### config.mk
export PLATFORM = sky130hd
export DESIGN_NAME = move_cmd_sched
export DESIGN_NICKNAME = d
export VERILOG_FILES = /design/src/rtl/move_cmd_sched.sv
export SDC_FILE = /design/constraint.sdc
export NUM_CORES = 1
export LEC_CHECK = 0
export ABC_AREA = 1
export CORE_MARGIN = 3
export CORE_UTILIZATION = 35
export CTS_CLUSTER_DIAMETER = 40
export DETAILED_ROUTE_END_ITERATION = 16
export PLACE_DENSITY = 0.64
export RECOVER_POWER = 100
export SYNTH_ARGS = -nofsm -noshare
export SYNTH_HDL_FRONTEND = slang
export SYNTH_SLANG_ARGS = --single-unit
### constraint.sdc
create_clock -name clk -period 2.6 [get_ports clk]
set_input_delay 0.78 -clock clk [delete_from_list [all_inputs] [get_ports clk]]
set_output_delay 0.78 -clock clk [all_outputs]
set_load 0.005 [all_outputs]
### src/rtl/move_cmd_sched.sv
// move_cmd_sched: command FIFO and issue sequencer between the UART receiver
// and the command processor of the Knight's Tour robot. Commands are issued
// one at a time; each one gets exactly one response byte.
//
// state     | meaning
// ----------+----------------------------------------------------------
// IDLE      | nothing in flight; pops the FIFO head when available
// ISSUE     | cmd_out/cmd_vld presented, waiting for cmd_acpt
// WAIT_DONE | accepted, waiting for cal_done/move_done or timeout
// RESP      | send_resp pulse with resp valid, then back to IDLE
//
// Response codes: A5 = done, E1 = move rejected (not calibrated),
// E2 = timed out waiting for done.
module move_cmd_sched #(
  parameter int DEPTH   = 4,
  parameter int TMO_CYC = 4000000,
  parameter int TMO_W   = 23
) (
  input  logic        clk,
  input  logic        rst,
  input  logic [15:0] cmd_in,
  input  logic        cmd_rdy_in,
  output logic [15:0] cmd_out,
  output logic        cmd_vld,
  input  logic        cmd_acpt,
  input  logic        move_done,
  input  logic        cal_done,
  output logic        send_resp,
  output logic [7:0]  resp,
  output logic        q_full,
  output logic        q_empty,
  output logic        ovf,
  output logic        cal_ok,
  output logic        busy
);

  localparam int AW = $clog2(DEPTH);
  localparam int CW = AW + 1;

  localparam logic [7:0] RESP_OK   = 8'hA5;
  localparam logic [7:0] RESP_REJ  = 8'hE1;
  localparam logic [7:0] RESP_TMO  = 8'hE2;
  localparam logic [3:0] OP_CAL    = 4'h0;

  typedef enum logic [1:0] {
    IDLE      = 2'd0,
    ISSUE     = 2'd1,
    WAIT_DONE = 2'd2,
    RESP      = 2'd3
  } state_t;

  state_t state, state_nxt;

  logic [15:0]      mem [DEPTH];
  logic [AW-1:0]    wr_ptr, rd_ptr;
  logic [CW-1:0]    count;
  logic [TMO_W-1:0] tmo_cnt;

  logic        pop, push;
  logic [15:0] head;
  logic        reject;
  logic        cur_is_cal;
  logic        done_hit;
  logic        tmo_hit;
  logic        accept;

  logic        load_cmd;
  logic        resp_ld;
  logic [7:0]  resp_code;
  logic        set_cal;

  assign q_empty    = (count == '0);
  assign q_full     = (count == CW'(DEPTH));
  assign busy       = (state != IDLE);
  assign head       = mem[rd_ptr];
  assign pop        = (state == IDLE) && !q_empty;
  // A full FIFO still takes a word when the head leaves in the same cycle.
  assign push       = cmd_rdy_in && (!q_full || pop);
  assign reject     = (head[15:12] != OP_CAL) && !cal_ok;
  assign cur_is_cal = (cmd_out[15:12] == OP_CAL);
  assign done_hit   = cur_is_cal ? cal_done : move_done;
  assign tmo_hit    = (tmo_cnt == TMO_W'(TMO_CYC - 1));
  assign accept     = (state == ISSUE) && cmd_acpt;

  // State register
  always_ff @(posedge clk or posedge rst) begin
    if (rst) state <= IDLE;
    else     state <= state_nxt;
  end

  // Next-state logic
  always_comb begin
    state_nxt = state;
    case (state)
      IDLE: begin
        if (pop) state_nxt = reject ? RESP : ISSUE;
      end
      ISSUE: begin
        if (cmd_acpt) state_nxt = WAIT_DONE;
      end
      WAIT_DONE: begin
        if (done_hit || tmo_hit) state_nxt = RESP;
      end
      RESP: state_nxt = IDLE;
      default: state_nxt = IDLE;
    endcase
  end

  // Output decode: what the datapath registers load on this edge
  always_comb begin
    load_cmd  = 1'b0;
    resp_ld   = 1'b0;
    resp_code = 8'h00;
    set_cal   = 1'b0;
    case (state)
      IDLE: begin
        if (pop) begin
          if (reject) begin
            resp_ld   = 1'b1;
            resp_code = RESP_REJ;
          end else begin
            load_cmd  = 1'b1;
          end
        end
      end
      WAIT_DONE: begin
        // done takes priority over a timeout landing in the same cycle
        if (done_hit) begin
          resp_ld   = 1'b1;
          resp_code = RESP_OK;
          set_cal   = cur_is_cal;
        end else if (tmo_hit) begin
          resp_ld   = 1'b1;
          resp_code = RESP_TMO;
        end
      end
      default: ;
    endcase
  end

  // FIFO storage; contents need no reset since count gates every read
  always_ff @(posedge clk) begin
    if (push) mem[wr_ptr] <= cmd_in;
  end

  // FIFO pointers, occupancy and sticky overflow flag
  always_ff @(posedge clk or posedge rst) begin
    if (rst) begin
      wr_ptr <= '0;
      rd_ptr <= '0;
      count  <= '0;
      ovf    <= 1'b0;
    end else begin
      if (push) wr_ptr <= wr_ptr + 1'b1;
      if (pop)  rd_ptr <= rd_ptr + 1'b1;
      case ({push, pop})
        2'b10:   count <= count + 1'b1;
        2'b01:   count <= count - 1'b1;
        default: count <= count;
      endcase
      if (cmd_rdy_in && !push) ovf <= 1'b1;
    end
  end

  // Issue handshake, response byte and calibration status registers
  always_ff @(posedge clk or posedge rst) begin
    if (rst) begin
      cmd_out   <= 16'h0000;
      cmd_vld   <= 1'b0;
      send_resp <= 1'b0;
      resp      <= 8'h00;
      cal_ok    <= 1'b0;
    end else begin
      if (load_cmd) begin
        cmd_out <= head;
        cmd_vld <= 1'b1;
      end else if (accept) begin
        cmd_vld <= 1'b0;
      end
      send_resp <= resp_ld;
      if (resp_ld) resp <= resp_code;
      if (set_cal) cal_ok <= 1'b1;
    end
  end

  // Stall timer: cleared on accept, counts every WAIT_DONE cycle
  always_ff @(posedge clk or posedge rst) begin
    if (rst)                     tmo_cnt <= '0;
    else if (accept)             tmo_cnt <= '0;
    else if (state == WAIT_DONE) tmo_cnt <= tmo_cnt + 1'b1;
  end

endmodule

==> metrics.txt, run 1 <==
CTS tree=built; Cell Rows=between 40 and 50; vias in the first global route=just under 4000; minimum clock period=2500 ps; Worst-path clk slew=60 ps; hold buffers post-CTS=0; cts bufs inserted=17; P&R area growth vs syn=23.1%; synthesized cell area=around 5300 µm²; nets@finish=between 600 and 700; worst hold path class=flip-flop to flip-flop; Hold WS=470 ps; Slew Limit Fails=0; area of the multi-input gates=~1600 µm²; status=finished clean; Period Utilization, post-route=a little over nine tenths; # setup viols final=0; Synth Flop Type=edfxtp_1; Worst setup EP type=output pin; Die Y=about 130 µm; grt ovf=0; most common library cell in the layout ignoring fill and taps=nand2_1; Yosys top cell by area=edfxtp_1; fmax=0.401 GHz; Final Util=between 40% and 50%; Setup Skew=9.95 ps; Chip Width=between 100 and 150 µm; first-pass GRT wire length=around 19000 µm; Yosys top cell area share=between 30% and 40%; CP max FO=4; gr usage total=about 15%; setup TNS=0 ps; initial antenna violation count=0; Clk Latency, worst-skew pair=about 420 ps; Placer Congestion=approximately 0.93; most frequent cells in the layout=nand2_1 (107), nor2_1 (74), edfxtp_1 (64); fillers=between 1000 and 1500; startpoint types=flip-flop; register bit total from synthesis=about 120; MaxCap Viol Count=0; pwr/cell area=about 1100 nW/µm²; relative slew slack=3.10%; post-synthesis sequential area ratio=a little over three fifths; diodes inserted=0; Mapped Cells=between 500 and 600; vias per cell=4.92; Die Area=~17000 µm²; WL final=about 12000 µm; Worst Tran Pin Value=1450 ps; top cells by area, synth=edfxtp_1 (36%), dfrtp_1 (27%), nand2_1 (7.4%), nor2_1 (5.2%), nand3_1 (4.3%); Detailed Place HPWL=~8000 µm; H-tree Lvls=4; Netlist cell types=35; io pins=53; setup repair after global routing missed its margin=false; CORE AREA=14600 µm²; Worst Path Required=1820 ps; clk sinks=roughly 120; largest net degree at the start of global routing=between 50 and 60; IO buf count=50; remaining antenna violation count=0; Critical Path AT=1720 ps; Final Hold Fails=0; vias=around 3900; Initial Util=36.2%; TritonRoute pass-1 iters=4; Mean Syn Cell Area=9.97 µm²; root buf cell=clkbuf_16; CP Class=flip-flop to output pin; Worst VDD drop=around 0.68 mV; Async S/R FF share, synth=a little under half; Post-synth EDFFs=64; DR iter-0 viols=235; Max clock buf depth=2; Yosys warning total=0; wire per inst=~15 µm; share of layout cells above drive strength 1=8.24%; DRC viols=0; leakage power=roughly 2.7 nW; Register Area=3350 µm²
==> registers in the layout, summed over array words and instances (netlist names) <==
register,count
rd_ptr,2
resp,5
tmo_cnt,23
send_resp,1
cmd_vld,1
wr_ptr,2
count,3
cal_ok,1
mem,64
state,2
cmd_out,16
ovf,1
==> what timing repair did <==
item / 4_1_cts / 5_1_grt
setup endpoints to repair: 0 / 1
resized for setup: 0 / 1
setup buffers: 0 / 0
==> where the power goes <==
part	internal, W	switching, W
sequential	0.00251	0.000212
clock	0.00125	0.000924
combinational	0.000813	0.00134
==> Yosys cell counts (10+ instances only) <==
cell,number
nand2_1,105
a21oi_1,14
edfxtp_1,64
clkbuf_1,10
o22ai_1,13
nand3_1,46
nor2_1,73
dfrtp_1,57
o21ai_0,32
inv_1,45
o21ai_1,12
==> area by class of cell <==
class / instances / area share (%)
sequential: 121 / 51.4
multi-input combinational: 341 / 25.0
timing repair buffer: 63 / 8.79
clock buffer: 17 / 6.52
tap: 184 / 3.53
inverter: 50 / 2.88
clock inverter: 15 / 1.96
==> cell families (layout without fill, tap and decap cells) <==
kind of cell | Yosys count | after routing | share of synthesized area [%]
AND/OR/NAND/NOR | 243 | 243 | 19.0
buffers and inverters | 70 | 145 | 5.74
XOR/XNOR | 6 | 6 | 0.992
adder cells (fa/ha/maj) | 9 | 9 | 2.27
other | 1 | 2 | 0.0708
flip-flops | 121 | 121 | 63.2
AO/OA/AOI/OAI | 81 | 81 | 8.65
==> per-layer routing <==
| metal | part of all wire, % | up-vias | track usage [%] |
|---|---|---|---|
| met3 | 4.2 | 24 | 4.11 |
| li1 | - | 1911 | - |
| met1 | 42 | 1864 | 16.9 |
| met2 | 52 | 92 | 25.5 |
| met5 | 0 | - | 0 |
| met4 | 2.0 | 0 | 7.04 |
==> worst max-delay path, cell delays in order (launching register included) <==
cell and delay [ps]:
dfrtp_1 400, nor3_1 320, clkdlybuf4s50_1 580
==> metrics by stage <==
step                      cells  total power (W)  area (µm²)  setup WS (ps)
after floorplan             532          0.00420        5300            420
after detailed placement    759          0.00509        6050            274
after global routing        791          0.00755        6520           16.0
after CTS                   791          0.00729        6600           48.4
after global placement      759          0.00501        6050            330
final                       791          0.00705        6520            105
==> path summary, 6_finish.rpt <==
kind | depth (start not counted) | startpoint | endpoint | slack, ps
max in group asynchronous | 3 | rst | state[0]$_DFFE_PP0P_ | 430
setup reg to reg | 7 | state[0]$_DFFE_PP0P_ | mem[0][14]$_DFFE_PP_ | 260
hold / removal | 2 | cmd_out[10]$_DFFE_PP0P_ | cmd_out[10]$_DFFE_PP0P_ | 470
min in group asynchronous | 3 | rst | cmd_out[3]$_DFFE_PP0P_ | 1290
hold reg to reg | 2 | cmd_out[10]$_DFFE_PP0P_ | cmd_out[10]$_DFFE_PP0P_ | 470
setup / recovery | 2 | count[1]$_DFFE_PP0P_ | q_full | 100
(Power assumes the default switching activity.)
==> run 2: changes to the inputs <==
==> constraint.sdc (replaced) <==
create_clock -name clk -period 2.63 [get_ports clk]
set_input_delay 0.789 -clock clk [delete_from_list [all_inputs] [get_ports clk]]
set_output_delay 0.789 -clock clk [all_outputs]
set_load 0.005 [all_outputs]
==> run 2 against run 1 <==
  * The run now ends with max-capacitance violations left
  * Final cell count did not move
  * Clock power fell by 4%
  * Core utilization fell by 0.051 points
  * Clock skew rose by 0.56 ps
  * Setup slack improved by 18 ps
  * Worst hold slack got worse by 8.7 ps
  * Power fell by 1.7%
  * Design area fell by 0.12%
  * First-iteration DRC count rose by 29%
  * Die area did not move
  * Sequential cell count did not move
  * Critical endpoint unchanged
==> metrics.txt, run 2 (synthesis gave the netlist of run 1 again) <==
crit path launch=count[1]$_DFFE_PP0P_ (unchanged); Critical Path AT=1720 ps (about the same); MaxCap Viol Count=1 (was 0); most common library cell in the layout ignoring fill and taps=nand2_1 (unchanged); R2R cell count=9 (was 7); worst hold path class=flip-flop to flip-flop (unchanged); Die Y=129 µm (unchanged); # setup viols final=0 (unchanged); Period Utilization, post-route=a little over nine tenths; diodes inserted=0 (unchanged); minimum clock period=roughly 2500 ps; WL final=11600 µm (was 11500 µm); Slew Limit Fails=0 (unchanged); grt ovf=0 (unchanged); Top reg by flops=mem (unchanged); DR iter-0 viols=303 (was 235); worst hold start=ovf$_DFFE_PP0P_ (was cmd_out[10]$_DFFE_PP0P_); Final Hold Fails=0 (unchanged); CTS tree=built (unchanged); post_cts resized=0 (unchanged); CORE AREA=14600 µm² (unchanged); fmax=approximately 0.40 GHz; root buf cell=clkbuf_16 (unchanged); leakage power=2.73 nW (about the same); first-pass GRT wire length=18900 µm (about the same); Max clock buf depth=2 (unchanged); vias in the first global route=3874 (was 3910); Initial Util=36.2% (unchanged); register-to-register setup slack=340 ps (was 260 ps); P&R area growth vs syn=23.0% (was 23.1%); setup TNS=0 ps (unchanged); Detailed Place HPWL=7820 µm (was 7890 µm); vias=3869 (was 3891); worst setup margin=123 ps (was 105 ps); most frequent cells in the layout=nand2_1 (106), nor2_1 (73), edfxtp_1 (64) (was nand2_1 (107), nor2_1 (74), edfxtp_1 (64)); IO buf count=50 (unchanged); number of flip-flops in the largest register=64 (unchanged); CP Class=flip-flop to output pin (unchanged); reg2reg end=cmd_out[13]$_DFFE_PP0P_ (was mem[0][14]$_DFFE_PP_); wire per inst=14.6 µm (was 14.5 µm); Hold WS=461 ps (was 470 ps); failing checks=max-capacitance violations; vias per cell=4.89 (was 4.92); hold buffers post-CTS=0 (unchanged); DRC viols=0 (unchanged); Die Area=16600 µm² (unchanged); worst slack, placed=284 ps (was 274 ps); Setup Skew=10.5 ps (was 9.95 ps); Clk Latency, worst-skew pair=420 ps (about the same); initial antenna violation count=0 (unchanged); clk sinks=121 (unchanged); Worst Path Required=1840 ps (was 1820 ps); Worst setup EP type=output pin (unchanged); io pins=53 (unchanged); nets@finish=625 (unchanged); cts bufs inserted=17 (unchanged); CP max FO=4 (unchanged); origin of the critical flop-to-flop path=rd_ptr[0]$_DFFE_PP0N_ (was state[0]$_DFFE_PP0P_); Layout Cells excl Fill=791 (unchanged); Hold Path Cell Cnt=1 (was 2); biggest regs=mem x64, tmo_cnt x23, cmd_out x16 (unchanged); post-placement cell count=759 (unchanged); gr usage total=14.9% (was 14.8%); startpoint types=flip-flop (unchanged); relative slew slack=1.08% (was 3.10%); status=complete, but fails checks (was finished clean); end of the worst hold path=ovf$_DFFE_PP0P_ (was cmd_out[10]$_DFFE_PP0P_); H-tree Lvls=4 (unchanged); Worst-path clk slew=50 ps (was 60 ps); largest net degree at the start of global routing=58 (unchanged); Chip Width=129 µm (unchanged); Worst VDD drop=0.498 mV (was 0.677 mV); remaining antenna violation count=0 (unchanged); Cell Rows=44 (unchanged); Worst Tran Pin Value=1480 ps (was 1450 ps); setup repair after global routing missed its margin=false (unchanged); Placer Congestion=0.937 (was 0.928); postcts setup bufs=0 (unchanged); share of layout cells above drive strength 1=8.90% (was 8.24%); TritonRoute pass-1 iters=6 (was 4); pwr/cell area=1060 nW/µm² (was 1080 nW/µm²)
[run 2: cell types whose count changed in the layout (fill, tap and decap cells not counted), moves of 2 or more]
cell | before | now
clkbuf_2 | 4 | 6
clkinv_2 | 1 | 4
clkinv_4 | 1 | 4
inv_6 | 6 | 3
inv_8 | 3 | 0
[run 2: routing by layer]
metal	global-route usage, %	wire (µm)	vias to the layer above	share of wire [%]
li1	-	-	1908	-
met1	17.6	4930	1827	43
met2	25.3	5830	111	50
met3	4.73	608	23	5.3
met4	5.62	207	0	1.8
met5	0	0	-	0
[run 2: cell type report]
cell class / instances / area [µm²]
multi-input combinational: 341 / 1630
sequential: 121 / 3350
fill: 1389 / 8130
tap: 184 / 230
inverter: 50 / 188
clock inverter: 13 / 95.1
timing repair buffer: 63 / 576
clock buffer: 19 / 443
[run 2: worst max-delay path, stage by stage (launching register included)]
cell and delay [ps]:
dfrtp_1 400, nor3_1 330, clkdlybuf4s50_1 570
[run 2: power breakdown]
| part | switching, W | internal, W | total, W |
|---|---|---|---|
| registers | 0.000231 | 0.00248 | 0.00271 |
| clock network | 0.000855 | 0.00123 | 0.00209 |
| logic | 0.00132 | 0.000808 | 0.00213 |
[run 2: how the worst max path moves through the flow]
stage | endpoint | slack (ps)
final | q_full | 120
after global routing | q_full | 20
after CTS | busy | 80
after detailed placement | count[2]$_DFFE_PP0P_ | 280
after global placement | count[2]$_DFFE_PP0P_ | 340
after floorplan | cal_ok$_DFFE_PP0P_ | 440
[run 2: through the flow]
stage	utilization, %	power, W	instance area (µm²)
2_1_floorplan	-	0.00415	5300
3_3_place_gp	41.1	0.00493	6020
3_5_place_dp	41.1	0.00502	6020
4_1_cts	44.8	0.00712	6560
5_1_grt	44.5	0.00741	6510
6_report	44.5	0.00693	6510
==> run 3: changes to the inputs <==
--- a/config.mk
+++ b/config.mk
@@ -6,6 +6,7 @@
 export NUM_CORES = 1
 export LEC_CHECK = 0
 export ABC_AREA = 1
+export CORE_ASPECT_RATIO = 1.25
 export CORE_MARGIN = 3
 export CORE_UTILIZATION = 35
 export CTS_CLUSTER_DIAMETER = 40
==> run 3 against run 2 <==
  * The run now ends clean
  * Register-to-register slack worse by 90 ps
  * Highest routed layer unchanged
  * Sequential power about the same
  * Clock skew down 4.0 ps
  * Combinational power down 2%
  * Core utilization increased by 0.48 points
  * Clock power is 8% higher
  * Critical path type unchanged
  * Final cell count down 0.88%
  * Via count down 0.96%
==> metrics.txt, run 3 (synthesis gave the netlist of run 1 again) <==
pwr/cell area=1080 nW/µm² (was 1060 nW/µm²); CP max FO=5 (was 4); Detailed Place HPWL=7810 µm (was 7820 µm); Post-DP Area=6010 µm² (was 6020 µm²); vias in the first global route=3783 (was 3874); biggest regs=mem x64, tmo_cnt x23, cmd_out x16 (unchanged); vias=3832 (was 3869); Die Area=16600 µm² (about the same); root buf cell=clkbuf_16 (unchanged); TritonRoute pass-1 iters=4 (was 6); Final Hold Fails=0 (unchanged); Worst VDD drop=0.572 mV (was 0.498 mV); CORE AREA=14600 µm² (about the same); MaxCap Viol Count=0 (was 1); hold buffers post-CTS=0 (unchanged); Max clock buf depth=2 (unchanged); most frequent cells in the layout=nand2_1 (105), nor2_1 (73), edfxtp_1 (64) (was nand2_1 (106), nor2_1 (73), edfxtp_1 (64)); origin of the critical flop-to-flop path=state[0]$_DFFE_PP0P_ (was rd_ptr[0]$_DFFE_PP0N_); DRC viols=0 (unchanged); reg2reg end=cmd_out[12]$_DFFE_PP0P_ (was cmd_out[13]$_DFFE_PP0P_); grt ovf=0 (unchanged); cts bufs inserted=17 (unchanged); Worst Path Required=1840 ps (about the same); area of the multi-input gates=1650 µm² (was 1630 µm²); most common library cell in the layout ignoring fill and taps=nand2_1 (unchanged); fillers=1374 (was 1389); worst setup margin=90.1 ps (was 123 ps); postcts setup bufs=0 (unchanged); Worst-path clk slew=50 ps (about the same); Top reg by flops=mem (unchanged); Register Area=3350 µm² (unchanged); CP Class=flip-flop to output pin (unchanged); initial antenna violation count=0 (unchanged); Die Y=144 µm (was 129 µm); worst hold path class=flip-flop to flip-flop (unchanged); Worst Tran Pin Value=1440 ps (was 1480 ps); H-tree Lvls=4 (unchanged); CTS tree=built (unchanged); clk sinks=121 (unchanged); # setup viols final=0 (unchanged); setup TNS=0 ps (unchanged); largest net degree at the start of global routing=58 (unchanged); Setup Skew=6.49 ps (was 10.5 ps); Cell Rows=49 (was 44); first-pass GRT wire length=18200 µm (was 18900 µm); wire per inst=14.3 µm (was 14.6 µm); P&R area growth vs syn=23.9% (was 23.0%); io pins=53 (unchanged); Critical Path AT=1750 ps (was 1720 ps); leakage power=2.73 nW (about the same); Placer Congestion=0.856 (was 0.937); register-to-register setup slack=250 ps (was 340 ps); minimum clock period=2540 ps (was 2510 ps); crit path to=busy (was q_full); Final Util=44.9% (was 44.5%); Period Utilization, post-route=96.6% (was 95.3%); fin area=6560 µm² (was 6510 µm²); Slew Limit Fails=0 (unchanged); vias per cell=4.89 (about the same); crit path launch=state[0]$_DFFE_PP0P_ (was count[1]$_DFFE_PP0P_); diodes inserted=0 (unchanged); Initial Util=36.3% (was 36.2%); fmax=0.394 GHz (was 0.399 GHz); startpoint types=flip-flop (unchanged); setup repair after global routing missed its margin=false (unchanged); gr usage total=14.1% (was 14.9%); remaining antenna violation count=0 (unchanged); Clk Latency, worst-skew pair=400 ps (was 420 ps); DR iter-0 viols=226 (was 303); post_cts resized=0 (unchanged); relative slew slack=4.03% (was 1.08%); share of layout cells above drive strength 1=8.58% (was 8.90%); status=finished clean (was complete, but fails checks); WL final=11200 µm (was 11600 µm); number of flip-flops in the largest register=64 (unchanged); Worst setup EP type=output pin (unchanged); R2R cell count=7 (was 9); Chip Width=116 µm (was 129 µm); worst slack, placed=322 ps (was 284 ps); IO buf count=50 (unchanged); nets@finish=624 (was 625)
## run 3: cell count changes in the layout (fill, tap and decap cells not counted), moves of 2 or more
cell	delta
o21ai_1	+2
clkinv_2	-3
clkbuf_1	+2
o21ai_0	-3
bufinv_16	+2
buf_4	-2
clkinvlp_4	+3
## run 3: worst min-delay path by stage
| stage | end | depth (start not counted) | slack, ps | startpoint |
|---|---|---|---|---|
| finish | ovf$_DFFE_PP0P_ | 1 | 460 | ovf$_DFFE_PP0P_ |
| global route | cmd_out[4]$_DFFE_PP0P_ | 2 | 490 | cmd_out[4]$_DFFE_PP0P_ |
| CTS | ovf$_DFFE_PP0P_ | 1 | 470 | ovf$_DFFE_PP0P_ |
| detailed placement | ovf$_DFFE_PP0P_ | 1 | 460 | ovf$_DFFE_PP0P_ |
| global placement | cmd_out[11]$_DFFE_PP0P_ | 2 | 460 | cmd_out[11]$_DFFE_PP0P_ |
| floorplan | tmo_cnt[19]$_DFFE_PP0P_ | 2 | 450 | tmo_cnt[19]$_DFFE_PP0P_ |
## run 3: layer usage
layer	wire length (µm)	vias up	global-route usage (%)	share of wire (%)
li1	-	1909	-	-
met1	4770	1836	16.2	43
met2	5950	77	25.5	53
met3	374	10	3.58	3.3
met4	109	0	4.46	0.97
met5	0	-	0	0
## run 3: worst max-delay path, stage by stage (launching register included)
cell	delay [ps]
dfrtp_1	360
inv_1	80
ha_1	250
inv_1	150
clkdlybuf4s50_1	530
## run 3: final cells by class
| cell class | instances | share of cell area (%) |
|---|---|---|
| Timing Repair Buffer | 62 | 8.58 |
| Sequential cell | 121 | 51.0 |
| Multi-Input combinational cell | 341 | 25.1 |
| Tap cell | 178 | 3.40 |
| Clock buffer | 19 | 6.75 |
| Clock inverter | 13 | 2.25 |
| Inverter | 50 | 2.86 |
## run 3: stage by stage
| stage | power (W) | cells | hold slack (ps) |
|---|---|---|---|
| 6_report | 0.00708 | 784 | 459 |
| 5_1_grt | 0.00755 | 784 | 492 |
| 4_1_cts | 0.00729 | 784 | 475 |
| 3_5_place_dp | 0.00501 | 752 | 463 |
| 3_3_place_gp | 0.00493 | 752 | 459 |
| 2_1_floorplan | 0.00415 | 532 | 452 |
## run 3: power by group
group          switching [W]  internal [W]
Combinational        0.00129      0.000787
Sequential          0.000258       0.00248
Clock               0.000836       0.00143
